**src/rtl/sha256_msg_ctrl_pkg.sv**
```systemverilog
// Shared types and constants for the SHA-256 multi-block message controller.
package sha256_ctrl_pkg;

    localparam int unsigned BLK_W  = 512;
    localparam int unsigned HASH_W = 256;

    typedef enum logic [1:0] {
        IDLE,
        START,
        RUN,
        DONE
    } ctrl_state_t;

    localparam logic [HASH_W-1:0] SHA256_IV = {
        32'h6a09e667, 32'hbb67ae85, 32'h3c6ef372, 32'ha54ff53a,
        32'h510e527f, 32'h9b05688c, 32'h1f83d9ab, 32'h5be0cd19
    };

endpackage

```
**src/rtl/sha256_msg_ctrl_if.sv**
```systemverilog
// Block-in / digest-out handshake bundle of the SHA-256 message controller.
interface sha256_msg_ctrl_if;
    import sha256_ctrl_pkg::*;

    logic [BLK_W-1:0]  blk_data;
    logic              blk_valid;
    logic              blk_last;
    logic              blk_ready;
    logic [HASH_W-1:0] digest;
    logic              digest_valid;
    logic              digest_ready;

    modport master (
        output blk_data, blk_valid, blk_last, digest_ready,
        input  blk_ready, digest, digest_valid
    );

    modport slave (
        input  blk_data, blk_valid, blk_last, digest_ready,
        output blk_ready, digest, digest_valid
    );

endinterface

```
**src/rtl/sha256_msg_ctrl_wdog.sv**
```systemverilog
// Clearable up-counter that flags expiry on the cycle it reaches LIMIT.
module sha256_ctrl_wdog #(
    parameter int unsigned LIMIT = 80
) (
    input  logic clk,
    input  logic rst,
    input  logic clr,
    input  logic en,
    output logic expire
);

    localparam int unsigned W = $clog2(LIMIT + 1);

    logic [W-1:0] cnt;

    always_ff @(posedge clk or posedge rst) begin
        if (rst) begin
            cnt <= '0;
        end else if (clr) begin
            cnt <= '0;
        end else if (en && !expire) begin
            cnt <= cnt + W'(1);
        end
    end

    assign expire = en && (cnt == W'(LIMIT - 1));

endmodule

```
**src/rtl/sha256_msg_ctrl.sv**
```systemverilog
// Sequences an iterative SHA-256 core across the blocks of a padded message.
// Optional watchdog on the core strobe: define SHA_CTRL_TIMEOUT_EN.
module sha256_msg_ctrl
    import sha256_ctrl_pkg::*;
#(
    parameter int unsigned CNT_W   = 16,
    parameter int unsigned TIMEOUT = 80
) (
    input  logic              clk,
    input  logic              rst,
    sha256_msg_ctrl_if.slave  bus,
    output logic [CNT_W-1:0]  blk_cnt,
    output logic [HASH_W-1:0] core_H_in,
    output logic [BLK_W-1:0]  core_M,
    output logic              core_in_v,
    input  logic [HASH_W-1:0] core_H_out,
    input  logic              core_out_v,
    output logic              err
);

    if (TIMEOUT < 2) begin : g_timeout_chk
        $error("sha256_msg_ctrl: TIMEOUT must be at least 2");
    end

    ctrl_state_t       state;
    logic [HASH_W-1:0] chain;
    logic              last_q;
    logic              wd_expire;

    assign bus.blk_ready = (state == IDLE) && !rst;
    assign bus.digest    = chain;
    assign core_H_in     = chain;

`ifdef SHA_CTRL_TIMEOUT_EN
    logic wd_hit;

    // Counts through START as well, so expiry lands TIMEOUT cycles after START entry.
    sha256_ctrl_wdog #(.LIMIT(TIMEOUT)) u_wdog (
        .clk    (clk),
        .rst    (rst),
        .clr    ((state == IDLE) || (state == DONE)),
        .en     ((state == START) || (state == RUN)),
        .expire (wd_hit)
    );

    assign wd_expire = wd_hit && (state == RUN);

    always_ff @(posedge clk or posedge rst) begin
        if (rst) begin
            err <= 1'b0;
        end else if (wd_expire && !core_out_v) begin
            err <= 1'b1;
        end
    end
`else
    assign wd_expire = 1'b0;
    assign err       = 1'b0;
`endif

    always_ff @(posedge clk or posedge rst) begin
        if (rst) begin
            state            <= IDLE;
            chain            <= SHA256_IV;
            core_M           <= '0;
            last_q           <= 1'b0;
            core_in_v        <= 1'b0;
            bus.digest_valid <= 1'b0;
            blk_cnt          <= '0;
        end else begin
            core_in_v <= 1'b0;
            unique case (state)
                IDLE: begin
                    if (bus.blk_valid) begin
                        core_M    <= bus.blk_data;
                        last_q    <= bus.blk_last;
                        core_in_v <= 1'b1;
                        state     <= START;
                    end
                end
                // core_out_v is stale here: the core has not restarted its rounds yet
                START: state <= RUN;
                RUN: begin
                    if (core_out_v) begin
                        chain   <= core_H_out;
                        blk_cnt <= blk_cnt + CNT_W'(1);
                        if (last_q) begin
                            bus.digest_valid <= 1'b1;
                            state            <= DONE;
                        end else begin
                            state <= IDLE;
                        end
                    end else if (wd_expire) begin
                        chain <= SHA256_IV;
                        state <= IDLE;
                    end
                end
                DONE: begin
                    if (bus.digest_ready) begin
                        chain            <= SHA256_IV;
                        blk_cnt          <= '0;
                        bus.digest_valid <= 1'b0;
                        state            <= IDLE;
                    end
                end
                default: state <= IDLE;
            endcase
        end
    end

endmodule

```
**src/flat_wrapper.sv**
```systemverilog
// flat-port wrapper written by rule: the top's interface ports become plain ports
module sha256_msg_ctrl_flat import sha256_ctrl_pkg::*;
#(
    parameter int unsigned CNT_W   = 16,
    parameter int unsigned TIMEOUT = 80
)
  (clk, rst, blk_cnt, core_H_in, core_M, core_in_v, core_H_out, core_out_v, err, bus_blk_data, bus_blk_valid, bus_blk_last, bus_digest_ready, bus_blk_ready, bus_digest, bus_digest_valid);
  sha256_msg_ctrl_if bus_i ();
  input  logic clk;
  input  logic rst;
  output logic [CNT_W-1:0] blk_cnt;
  output logic [HASH_W-1:0] core_H_in;
  output logic [BLK_W-1:0] core_M;
  output logic core_in_v;
  input  logic [HASH_W-1:0] core_H_out;
  input  logic core_out_v;
  output logic err;
  input wire logic [$bits(bus_i.blk_data)-1:0] bus_blk_data;
  input wire logic [$bits(bus_i.blk_valid)-1:0] bus_blk_valid;
  input wire logic [$bits(bus_i.blk_last)-1:0] bus_blk_last;
  input wire logic [$bits(bus_i.digest_ready)-1:0] bus_digest_ready;
  output wire logic [$bits(bus_i.blk_ready)-1:0] bus_blk_ready;
  output wire logic [$bits(bus_i.digest)-1:0] bus_digest;
  output wire logic [$bits(bus_i.digest_valid)-1:0] bus_digest_valid;
  assign bus_i.blk_data = bus_blk_data;
  assign bus_i.blk_valid = bus_blk_valid;
  assign bus_i.blk_last = bus_blk_last;
  assign bus_i.digest_ready = bus_digest_ready;
  assign bus_blk_ready = bus_i.blk_ready;
  assign bus_digest = bus_i.digest;
  assign bus_digest_valid = bus_i.digest_valid;
  sha256_msg_ctrl #(.CNT_W(CNT_W), .TIMEOUT(TIMEOUT)) u_core (.clk(clk), .rst(rst), .bus(bus_i), .blk_cnt(blk_cnt), .core_H_in(core_H_in), .core_M(core_M), .core_in_v(core_in_v), .core_H_out(core_H_out), .core_out_v(core_out_v), .err(err));
endmodule
```
**config.mk**
```make
export PLATFORM = sky130hd
export DESIGN_NAME = sha256_msg_ctrl_flat
export DESIGN_NICKNAME = d
export VERILOG_FILES = /design/src/rtl/sha256_msg_ctrl_pkg.sv /design/src/rtl/sha256_msg_ctrl_if.sv /design/src/rtl/sha256_msg_ctrl_wdog.sv /design/src/rtl/sha256_msg_ctrl.sv /design/src/flat_wrapper.sv
export SDC_FILE = /design/constraint.sdc
export NUM_CORES = 1
export LEC_CHECK = 0
export ABC_CLOCK_PERIOD_IN_PS = 48400
export CORE_AREA = 3 3 703 705
export CTS_BUF_LIST = sky130_fd_sc_hd__clkbuf_2
export DETAILED_ROUTE_END_ITERATION = 10
export DIE_AREA = 0 0 706 708
export SLEW_MARGIN = 30
export SYNTH_ARGS = -nofsm -noshare
export SYNTH_HDL_FRONTEND = slang
export SYNTH_SLANG_ARGS = --single-unit
```
**constraint.sdc**
```tcl
create_clock -name clk -period 48.4 [get_ports clk]
set_input_delay 12.1 -clock clk [delete_from_list [all_inputs] [get_ports clk]]
set_output_delay 12.1 -clock clk [all_outputs]
set_load 0.01 [all_outputs]
```
==> results by group, run 1 <==
Cells and area
  • Non-filler cells, final: 10.5k
  • Final #Nets: 4547
  • Commonest non-fill, non-tap cell in the layout: clkdlybuf4s50_1
  • Commonest non-fill, non-tap cells in the layout: clkdlybuf4s50_1, dfrtp_1, mux2_1, clkbuf_2
  • Layout Area Growth over Synthesis: 86.4%
  • Share of cells above drive strength 1: 18.2%
  • Core Util, Final: 11.8%

Clock network
  • CTS Buffer Depth: 4
  • Reg clk slew, reported paths: 0.08 ns
  • TritonCTS clock tree: done
  • TritonCTS buffer count: 273
  • Root Driver: clkbuf_2
  • # clock sinks: 789
  • Post-CTS Setup Repair Bufs: 0
  • H-tree Lvls: 5
  • Cts hold-fix bufs: 0
  • Post-CTS sizing: 0
  • Clock Latency Late Sink: 1.95 ns

Drt
  • Remaining antenna violation count: 0
  • Drt pass-1 iters: 5
  • DRC viols: 0
  • DR vias/cell: 2.58
  • Routed WL: 418000 um
  • DR vias: 27.2k
  • Routed len/inst: 39.7 um
  • Initial drt markers: 1586

STA
  • Achievable frequency: 37.9 MHz
  • Final min period: 26.39 ns
  • Actual slew at the worst max-slew pin: 0.968 ns
  • Setup_tns: 0 ns
  • Setup WS post-layout: 22.01 ns
  • Clk_skew: 0.274 ns
  • RSZ-0062 raised after global routing: no
  • Final Cycle Share: 54.5%
  • Slew margin rel.: 35.5%
  • Max-slew violations: 0
  • Count of final hold-check violations: 0
  • Setup violators final: 0

Floorplanning
  • IO Pins: 1818
  • Cell row count: 257
  • Core area: 489000 um^2
  • Die Y: 708 um
  • Initial Utilization: 6.33%
  • Die area: 500000 um^2
  • Die width: 706 um

Place
  • Post-Place Cells: 9969
  • Buffers on Ports: 1816
  • Pre-CTS setup slack: 21.84 ns
  • Gpl congestion: 1.11
  • Post-DP HPWL: 375000 um

Global route
  • First-pass GRT wire length: 480000 um
  • Grt total ovfl: 0
  • Vias in the first global route: 27.0k
  • GRT Overall Usage: 16.1%
  • Initial antenna violation count: 308
  • Largest net degree at the start of global routing: 114

Critical path
  • Data required, critical path: 36.30 ns
  • Worst Setup Start Kind: primary input
  • Endpoint class of the critical path: output pin
  • Worst Path Class, Setup: primary input to output pin
  • CP most frequent cell: clkdlybuf4s50_1
  • Slowest CP cell: clkdlybuf4s50_1
  • Crit-path max FO: 2
  • CP Cell Sequence: clkdlybuf4s50_1, nor3_4, buf_4, clkdlybuf4s50_1
  • Data arrival, critical path: 14.29 ns
  • CP max stage delay: 0.69 ns

Outcome
  • Status: finished, final reports clean

Synth
  • Post-synth top area share: 52.8%
  • Cells after Synth: 2021
  • Mapped Nets: 2796
  • Top cells by area, synth: dfrtp_1, mux2_1, dfstp_2
  • Post-synthesis sequential area ratio: 64.4%
  • Synth Register Bits: 789
  • Flip-flop cell with the highest count after synthesis: dfrtp_1
  • EDFF count, synth: 0
  • Netlist Area Pre-Place: 30900 um^2
  • Asr flop ratio synth: 100%
  • Avg Cell Area, Syn: 15.3 um^2
  • Synth cell types: 40
  • Synth area leader: dfrtp_1
  • Synth warn: 0

Power and ir drop
  • Maximum vdd drop: 31.1 uV
  • LEAKAGE: 21.4 nW
  • Power Density: 77.4 nW/um^2

Run
  • Max-cap violation count: 0

Min path
  • Hold/Removal Path Class: flip-flop to flip-flop
==> cell families (layout without fill, tap and decap cells) <==
kind of cell | after synthesis | in the layout | synth area share (%)
adders and majority gates | 1 | 1 | 0.0404
xor gates and xnor gates | 8 | 8 | 0.226
muxes | 515 | 515 | 18.8
and+or+nand+nor | 55 | 55 | 0.966
AOI/OAI and AO/OA | 274 | 274 | 7.61
buffers and inverters | 378 | 2321 | 8.03
DFF | 789 | 789 | 64.4
other | 1 | 94 | 0.0121
==> layer usage <==
layer / up-vias / share of wire, % / wire length, um / global-route usage (%)
li1: 10800 / - / - / -
met1: 13400 / 35 / 147000 / 16.6
met2: 2001 / 44 / 186000 / 25.6
met3: 838 / 16 / 66800 / 11.6
met4: 86 / 4.4 / 18500 / 5.26
met5: - / 0.14 / 587 / 0
==> sequential cells by signal, summed over array words and instances (netlist names) <==
| register | flops |
|---|---|
| u_core.blk_cnt | 16 |
| u_core.state | 2 |
| u_core.last_q | 1 |
| u_core.core_in_v | 1 |
| u_core.bus.digest | 256 |
| u_core.bus.digest_valid | 1 |
| u_core.core_M | 512 |
==> report_power, final <==
| part | internal, mW | switching [mW] |
|---|---|---|
| combinational | 0.961 | 1.56 |
| sequential | 1.02 | 0.289 |
| clock | 0.246 | 0.397 |
| total | 2.22 | 2.24 |
==> critical path, delay by kind of cell <==
family,cells,cell delay [ns]
buffers and inverters,3,1.50
and+or+nand+nor,1,0.65
==> metrics by stage <==
stage | total power [mW] | instance area, um^2 | hold slack (ns)
2_1_floorplan | 1.93 | 30900 | 0.518
3_3_place_gp | 3.94 | 55000 | 0.467
3_5_place_dp | 3.94 | 54900 | 0.474
4_1_cts | 4.64 | 57400 | 0.490
5_1_grt | 4.73 | 57500 | 0.504
6_report | 4.46 | 57700 | 0.484
==> area by class of cell <==
class	count	area, um^2
Fill cell	55500	431000
Sequential cell	789	19900
Timing Repair Buffer	1851	18400
Multi-Input combinational cell	854	8590
Tap cell	6475	8100
Clock buffer	377	1890
Clock inverter	90	584
Antenna cell	93	233
Inverter	3	18.8
==> worst paths after layout <==
kind,start,to,slack [ns],cells past startpoint
max,rst,bus_blk_ready,22.01,4
min reg2reg,u_core.core_M[157],u_core.core_M[157],0.48,1
max in group asynchronous,rst,u_core.core_M[247],34.32,6
min,u_core.core_M[157],u_core.core_M[157],0.48,1
max reg2reg,u_core.state[1],u_core.core_M[247],44.61,5
min in group asynchronous,rst,u_core.blk_cnt[3],10.83,2
==> Yosys cell counts (5+ instances only) <==
| master | number |
|---|---|
| mux2_1 | 423 |
| buf_2 | 78 |
| nand2_1 | 12 |
| o22a_1 | 136 |
| a21oi_1 | 5 |
| dfrtp_1 | 653 |
| buf_4 | 258 |
| clkbuf_1 | 38 |
| o21ai_0 | 5 |
| xnor2_1 | 6 |
| a22o_1 | 121 |
| nor2_1 | 12 |
| mux2_2 | 91 |
| dfstp_2 | 136 |
Power figures use the tool's default switching activity.
==> run 2: changes to the inputs <==
- ABC_CLOCK_PERIOD_IN_PS: 48400 -> 27600
- CORE_AREA: 3 3 703 705 -> 3 3 709 711
- DIE_AREA: 0 0 706 708 -> 0 0 712 714
- clock period: 48.4 -> 27.6 ns (I/O delays scaled with it)
==> run 2 against run 1 <==
  * Clock skew down 0.14 ns
  * Final cell count up 1.3%
  * Clock power up 73%
  * Count of clock-buffer cells in the layout up 17
  * Critical path type unchanged
  * Critical endpoint unchanged
==> results by group, run 2 (synthesized netlist as in run 1, its figures left out) <==
Outcome
  • Status: finished, final reports clean

Global route
  • Initial antenna violation count: 294 (-4.5%)
  • Largest net degree at the start of global routing: 137 (+20%)
  • Vias in the first global route: 27.4k (+1.2%)
  • GRT Overall Usage: 16.0% (-0.077 points)
  • First-pass GRT wire length: 486000 um (+1.2%)
  • Grt total ovfl: 0 (unchanged)

Floorplanning
  • Die Y: 714 um (+0.85%)
  • Die area: 508000 um^2 (+1.7%)
  • Cell row count: 259 (+0.78%)
  • Die width: 712 um (+0.85%)
  • Initial Utilization: 6.22% (-0.10 points)
  • Core area: 497000 um^2 (+1.6%)
  • IO Pins: 1818 (unchanged)

Critical path
  • Endpoint class of the critical path: output pin
  • Slowest CP cell: clkdlybuf4s50_1
  • Worst Path Class, Setup: primary input to output pin
  • CP Cell Sequence: clkdlybuf4s50_1, nor3_1, buf_4, clkdlybuf4s50_1
  • CP max stage delay: 0.73 ns (+0.04 ns)
  • CP delay by family, top: buffers and inverters
  • Crit-path max FO: 2 (unchanged)
  • Data required, critical path: 20.70 ns (-15.60 ns)
  • CP most frequent cell: clkdlybuf4s50_1
  • Buf+Inv Stages, Crit Path: 3 (unchanged)
  • Data arrival, critical path: 9.33 ns (-4.96 ns)
  • Worst Setup Start Kind: primary input

Place
  • Buffers on Ports: 1816 (unchanged)
  • Gpl congestion: 0.924 (-17%)
  • Dpl cell area: 55200 um^2 (+0.46%)
  • Post-DP HPWL: 380000 um (+1.4%)

STA
  • Slew margin rel.: 29.2% (-6.3 points)
  • Setup_tns: 0 ns (unchanged)
  • Final min period: 16.23 ns
  • Setup violators final: 0 (unchanged)
  • Actual slew at the worst max-slew pin: 1.06 ns (+0.0916 ns)
  • RSZ-0062 raised after global routing: no
  • Achievable frequency: 61.6 MHz
  • Final Cycle Share: 58.8%
  • Max-slew violations: 0 (unchanged)
  • Hold WS: 0.486 ns (+0.00182 ns)
  • Clk_skew: 0.137 ns (-0.137 ns)
  • Count of final hold-check violations: 0 (unchanged)

Clock network
  • Post-CTS sizing: 0 (unchanged)
  • Cts hold-fix bufs: 0 (unchanged)
  • Root Driver: clkbuf_2
  • H-tree Lvls: 5 (unchanged)
  • TritonCTS clock tree: done
  • Reg clk slew, reported paths: 0.08 ns (about the same)
  • CTS Buffer Depth: 4 (unchanged)
  • TritonCTS buffer count: 265 (-2.9%)
  • # clock sinks: 789 (unchanged)
  • Clock Latency Late Sink: 1.90 ns (-0.05 ns)
  • Post-CTS Setup Repair Bufs: 0 (unchanged)

Drt
  • Initial drt markers: 1547 (-2.5%)
  • DR WL met3: 71000 um (+6.3%)
  • Routed len/inst: 39.6 um (-0.39%)
  • DR vias: 26.9k (-0.88%)
  • Met2 WL: 191000 um (+2.7%)
  • Drt pass-1 iters: 5 (unchanged)
  • Met1 WL: 145000 um (-1.3%)
  • Remaining antenna violation count: 0 (unchanged)
  • DRC viols: 0 (unchanged)
  • Routed WL: 422000 um (+0.92%)
  • DR vias/cell: 2.53 (-2.2%)
  • Max Used Layer: met5

Cells and area
  • Commonest non-fill, non-tap cells in the layout: clkdlybuf4s50_1, dfrtp_1, mux2_1, clkbuf_2
  • Biggest register: u_core.core_M
  • Final Instance Area: 57800 um^2 (+0.19%)
  • Commonest non-fill, non-tap cell in the layout: clkdlybuf4s50_1
  • # fillers: 56.7k (+2.1%)
  • Share of cells above drive strength 1: 18.1% (-0.021 points)
  • Layout Area Growth over Synthesis: 86.8%
  • Max FFs per register: 512 (unchanged)
  • Final #Nets: 4535 (-0.26%)

Min path
  • Hold/Removal Path Class: flip-flop to flip-flop

Power and ir drop
  • Maximum vdd drop: 62.1 uV (+100%)
  • Power Density: 136 nW/um^2 (+76%)
  • Total Power: 7.86 mW (+76%)
  • LEAKAGE: 21.4 nW (about the same)

Run
  • Max-cap violation count: 0 (unchanged)
[run 2: final timing paths]
path	from	end	slack, ns	cells past startpoint
max reg2reg	u_core.state[1]	u_core.core_M[275]	23.70	5
max	rst	bus_blk_ready	11.37	4
min	u_core.core_M[419]	u_core.core_M[419]	0.49	1
max in group asynchronous	rst	u_core.core_M[245]	18.24	6
min in group asynchronous	rst	u_core.core_M[370]	5.97	2
min reg2reg	u_core.core_M[419]	u_core.core_M[419]	0.49	1
[run 2: through the flow]
stage / setup WS (ns) / std cells / util [%]
2_1_floorplan: 9.98 / 2021 / -
3_3_place_gp: 11.35 / 10100 / 11.1
3_5_place_dp: 11.37 / 10100 / 11.1
4_1_cts: 11.35 / 10600 / 11.6
5_1_grt: 11.39 / 10600 / 11.6
6_report: 11.37 / 10700 / 11.6
[run 2: cell type report]
class                      instances  area (um^2)  share of cell area, %
sequential                       789        19900                   34.5
clock inverter                    65          449                  0.777
tap                             6655         8330                   14.4
timing repair buffer            1847        18400                   31.8
clock buffer                     394         1970                   3.41
multi-input combinational        854         8570                   14.8
inverter                           3         15.0                 0.0260
antenna                           63          158                  0.273
[run 2: power breakdown]
group          internal [mW]  switching, mW  leakage (nW)
Combinational           1.68           2.81          10.3
Clock                  0.436          0.674          1.85
Sequential              1.78          0.476          9.27
[run 2: per-layer routing]
| layer | global-route usage [%] | vias up |
|---|---|---|
| met5 | 0 | - |
| met1 | 16.1 | 13400 |
| li1 | - | 10700 |
| met3 | 12.3 | 781 |
| met4 | 4.15 | 110 |
| met2 | 25.9 | 1890 |
==> run 3: changes to the inputs <==
- ABC_CLOCK_PERIOD_IN_PS: 27600 -> 16550
- clock period: 27.6 -> 16.55 ns (I/O delays scaled with it)
==> run 3 against run 2 <==
  * Critical path depth is the same
  * Utilization is essentially flat
  * Sequential cell count is the same
  * Via count grew 0.72%
  * First-iteration DRC count grew 0.13%
  * Sequential share of layout area is essentially flat
  * Global-route usage shrank 0.058 points
  * Register-to-register slack lost 11 ns
  * Largest cell class unchanged
==> results by group, run 3 (synthesized netlist as in run 1, its figures left out) <==
Run
  • Max-cap violation count: 0 (unchanged)

Cells and area
  • Max FFs per register: 512 (unchanged)
  • Layout Area Growth over Synthesis: 86.9% (about the same)
  • Final #Nets: 4544 (+0.20%)
  • Commonest non-fill, non-tap cell in the layout: clkdlybuf4s50_1
  • Share of cells above drive strength 1: 18.2% (+0.057 points)
  • Commonest non-fill, non-tap cells in the layout: clkdlybuf4s50_1, dfrtp_1, mux2_1, clkbuf_2
  • Core Util, Final: 11.6% (about the same)
  • Biggest register: u_core.core_M
  • # fillers: 56.7k (-0.037%)

STA
  • Setup_tns: 0 ns (unchanged)
  • Final Cycle Share: 64.2%
  • Achievable frequency: 94.1 MHz
  • Count of final hold-check violations: 0 (unchanged)
  • Final min period: 10.63 ns
  • Max-slew violations: 0 (unchanged)
  • Setup violators final: 0 (unchanged)
  • Slew margin rel.: 30.0% (+0.83 points)
  • RSZ-0062 raised after global routing: no
  • Clk_skew: 0.106 ns (-0.0307 ns)
  • Actual slew at the worst max-slew pin: 1.05 ns (-0.00907 ns)

Clock network
  • TritonCTS clock tree: done
  • # clock sinks: 789 (unchanged)
  • Clock Latency Late Sink: 1.96 ns (+0.06 ns)
  • H-tree Lvls: 5 (unchanged)
  • TritonCTS buffer count: 274 (+3.4%)
  • Reg clk slew, reported paths: 0.06 ns (-0.02 ns)
  • Root Driver: clkbuf_2
  • Post-CTS sizing: 0 (unchanged)
  • CTS Buffer Depth: 4 (unchanged)
  • Post-CTS Setup Repair Bufs: 0 (unchanged)
  • Cts hold-fix bufs: 0 (unchanged)

Drt
  • Max Used Layer: met5
  • Met1 WL: 137000 um (-5.5%)
  • DR vias/cell: 2.54 (+0.65%)
  • Routed WL: 421000 um (-0.22%)
  • Remaining antenna violation count: 0 (unchanged)
  • Drt pass-1 iters: 5 (unchanged)
  • Initial drt markers: 1549 (+0.13%)
  • DRC viols: 0 (unchanged)
  • DR WL met3: 77800 um (+9.5%)
  • Met2 WL: 191000 um (+0.15%)
  • DR vias: 27.1k (+0.72%)
  • Routed len/inst: 39.4 um (-0.29%)

Critical path
  • R2r setup slk: 12.73 ns (-10.97 ns)
  • Slowest CP cell: nor3_4
  • Data required, critical path: 12.41 ns (-8.29 ns)
  • CP most frequent cell: clkdlybuf4s50_1
  • Worst Path Class, Setup: primary input to output pin
  • R2R depth: 5 (unchanged)
  • Data arrival, critical path: 6.49 ns (-2.84 ns)
  • Endpoint class of the critical path: output pin
  • Worst Setup Start Kind: primary input
  • Worst reg2reg path endpoint: u_core.core_M[241]
  • CP Cell Sequence: clkdlybuf4s50_1, nor3_4, buf_4, clkdlybuf4s50_1
  • Worst Setup SP: rst
  • Setup crit end: bus_blk_ready
  • Crit-path max FO: 2 (unchanged)
  • Reg2Reg Launch Point: u_core.state[1]
  • CP max stage delay: 0.77 ns (+0.04 ns)

Power and ir drop
  • Sw Ratio: 50.6% (+0.24 points)
  • Seq pwr share: 28.6% (about the same)
  • Maximum vdd drop: 77.2 uV (+24%)
  • Total Power: 13.1 mW (+67%)
  • LEAKAGE: 21.5 nW (+0.15%)
  • Int Power: 6.48 mW (+66%)
  • Clk pwr share: 14.1% (about the same)
  • Psw: 6.64 mW (+68%)
  • Power Density: 227 nW/um^2 (+67%)
  • Comb pwr share: 57.3% (about the same)

Global route
  • Grt total ovfl: 0 (unchanged)
  • GRT Overall Usage: 16.0% (-0.058 points)
  • First-pass GRT wire length: 484000 um (-0.58%)
  • Largest net degree at the start of global routing: 143 (+4.4%)
  • Initial antenna violation count: 303 (+3.1%)
  • Vias in the first global route: 27.1k (-1.1%)

Place
  • Buffers on Ports: 1816 (unchanged)
  • Gpl congestion: 0.926 (+0.15%)
  • Post-DP HPWL: 380000 um (-0.23%)

Floorplanning
  • Die area: 508000 um^2 (unchanged)
  • IO Pins: 1818 (unchanged)
  • Cell row count: 259 (unchanged)
  • Die Y: 714 um (unchanged)
  • Die width: 712 um (unchanged)
  • Initial Utilization: 6.22% (unchanged)
  • Core area: 497000 um^2 (unchanged)

Min path
  • Hold/Removal Path Class: flip-flop to flip-flop

Outcome
  • Status: finished, final reports clean
## run 3: worst min path at each step
stage | from | endpoint | slack, ns | cells after the start
after detailed placement | u_core.core_M[291] | u_core.core_M[291] | 0.47 | 1
final | u_core.core_M[71] | u_core.core_M[71] | 0.48 | 1
after global placement | u_core.core_M[437] | u_core.core_M[437] | 0.47 | 1
after floorplan | u_core.last_q | u_core.last_q | 0.52 | 1
after global routing | u_core.core_M[414] | u_core.core_M[414] | 0.50 | 1
after CTS | u_core.core_M[414] | u_core.core_M[414] | 0.49 | 1
## run 3: per-stage QoR
stage                     instance area [um^2]  cells  hold slack, ns  setup slack, ns
after global placement                   55300  10100           0.468             5.41
after detailed placement                 55200  10100           0.469             5.78
final                                    57800  10700           0.485             5.92
after global routing                     57700  10600           0.504             5.79
after floorplan                          30900   2021           0.518             1.70
after CTS                                57600  10600           0.492             5.77
## run 3: worst max-delay path: cells and delay by family
kind	cells	cell delay, ns
buffers and inverters	3	1.54
AND/OR/NAND/NOR	1	0.77
## run 3: power groups by stage
| stage | sequential [mW] | combinational, mW | clock [mW] |
|---|---|---|---|
| 2_1_floorplan | 3.94 | 1.71 | 0 |
| 3_3_place_gp | 3.77 | 7.86 | 0 |
| 3_5_place_dp | 3.80 | 7.82 | 0 |
| 4_1_cts | 3.78 | 7.85 | 1.99 |
| 5_1_grt | 3.88 | 7.95 | 2.06 |
| 6_report | 3.76 | 7.52 | 1.85 |
## run 3: metal layers
metal  track usage [%]  up-vias
met5                 0        -
met4              4.28      116
met3              13.9      803
met2              25.8     1962
met1              15.1    13500
li1                  -    10700
## run 3: cell type report
type,count,area [um^2],share of cell area (%)
antenna,55,138,0.238
clock buffer,390,1950,3.38
clock inverter,84,497,0.859
inverter,3,15.0,0.0260
multi-input combinational,854,8580,14.8
sequential,789,19900,34.4
tap,6655,8330,14.4
timing repair buffer,1847,18400,31.8
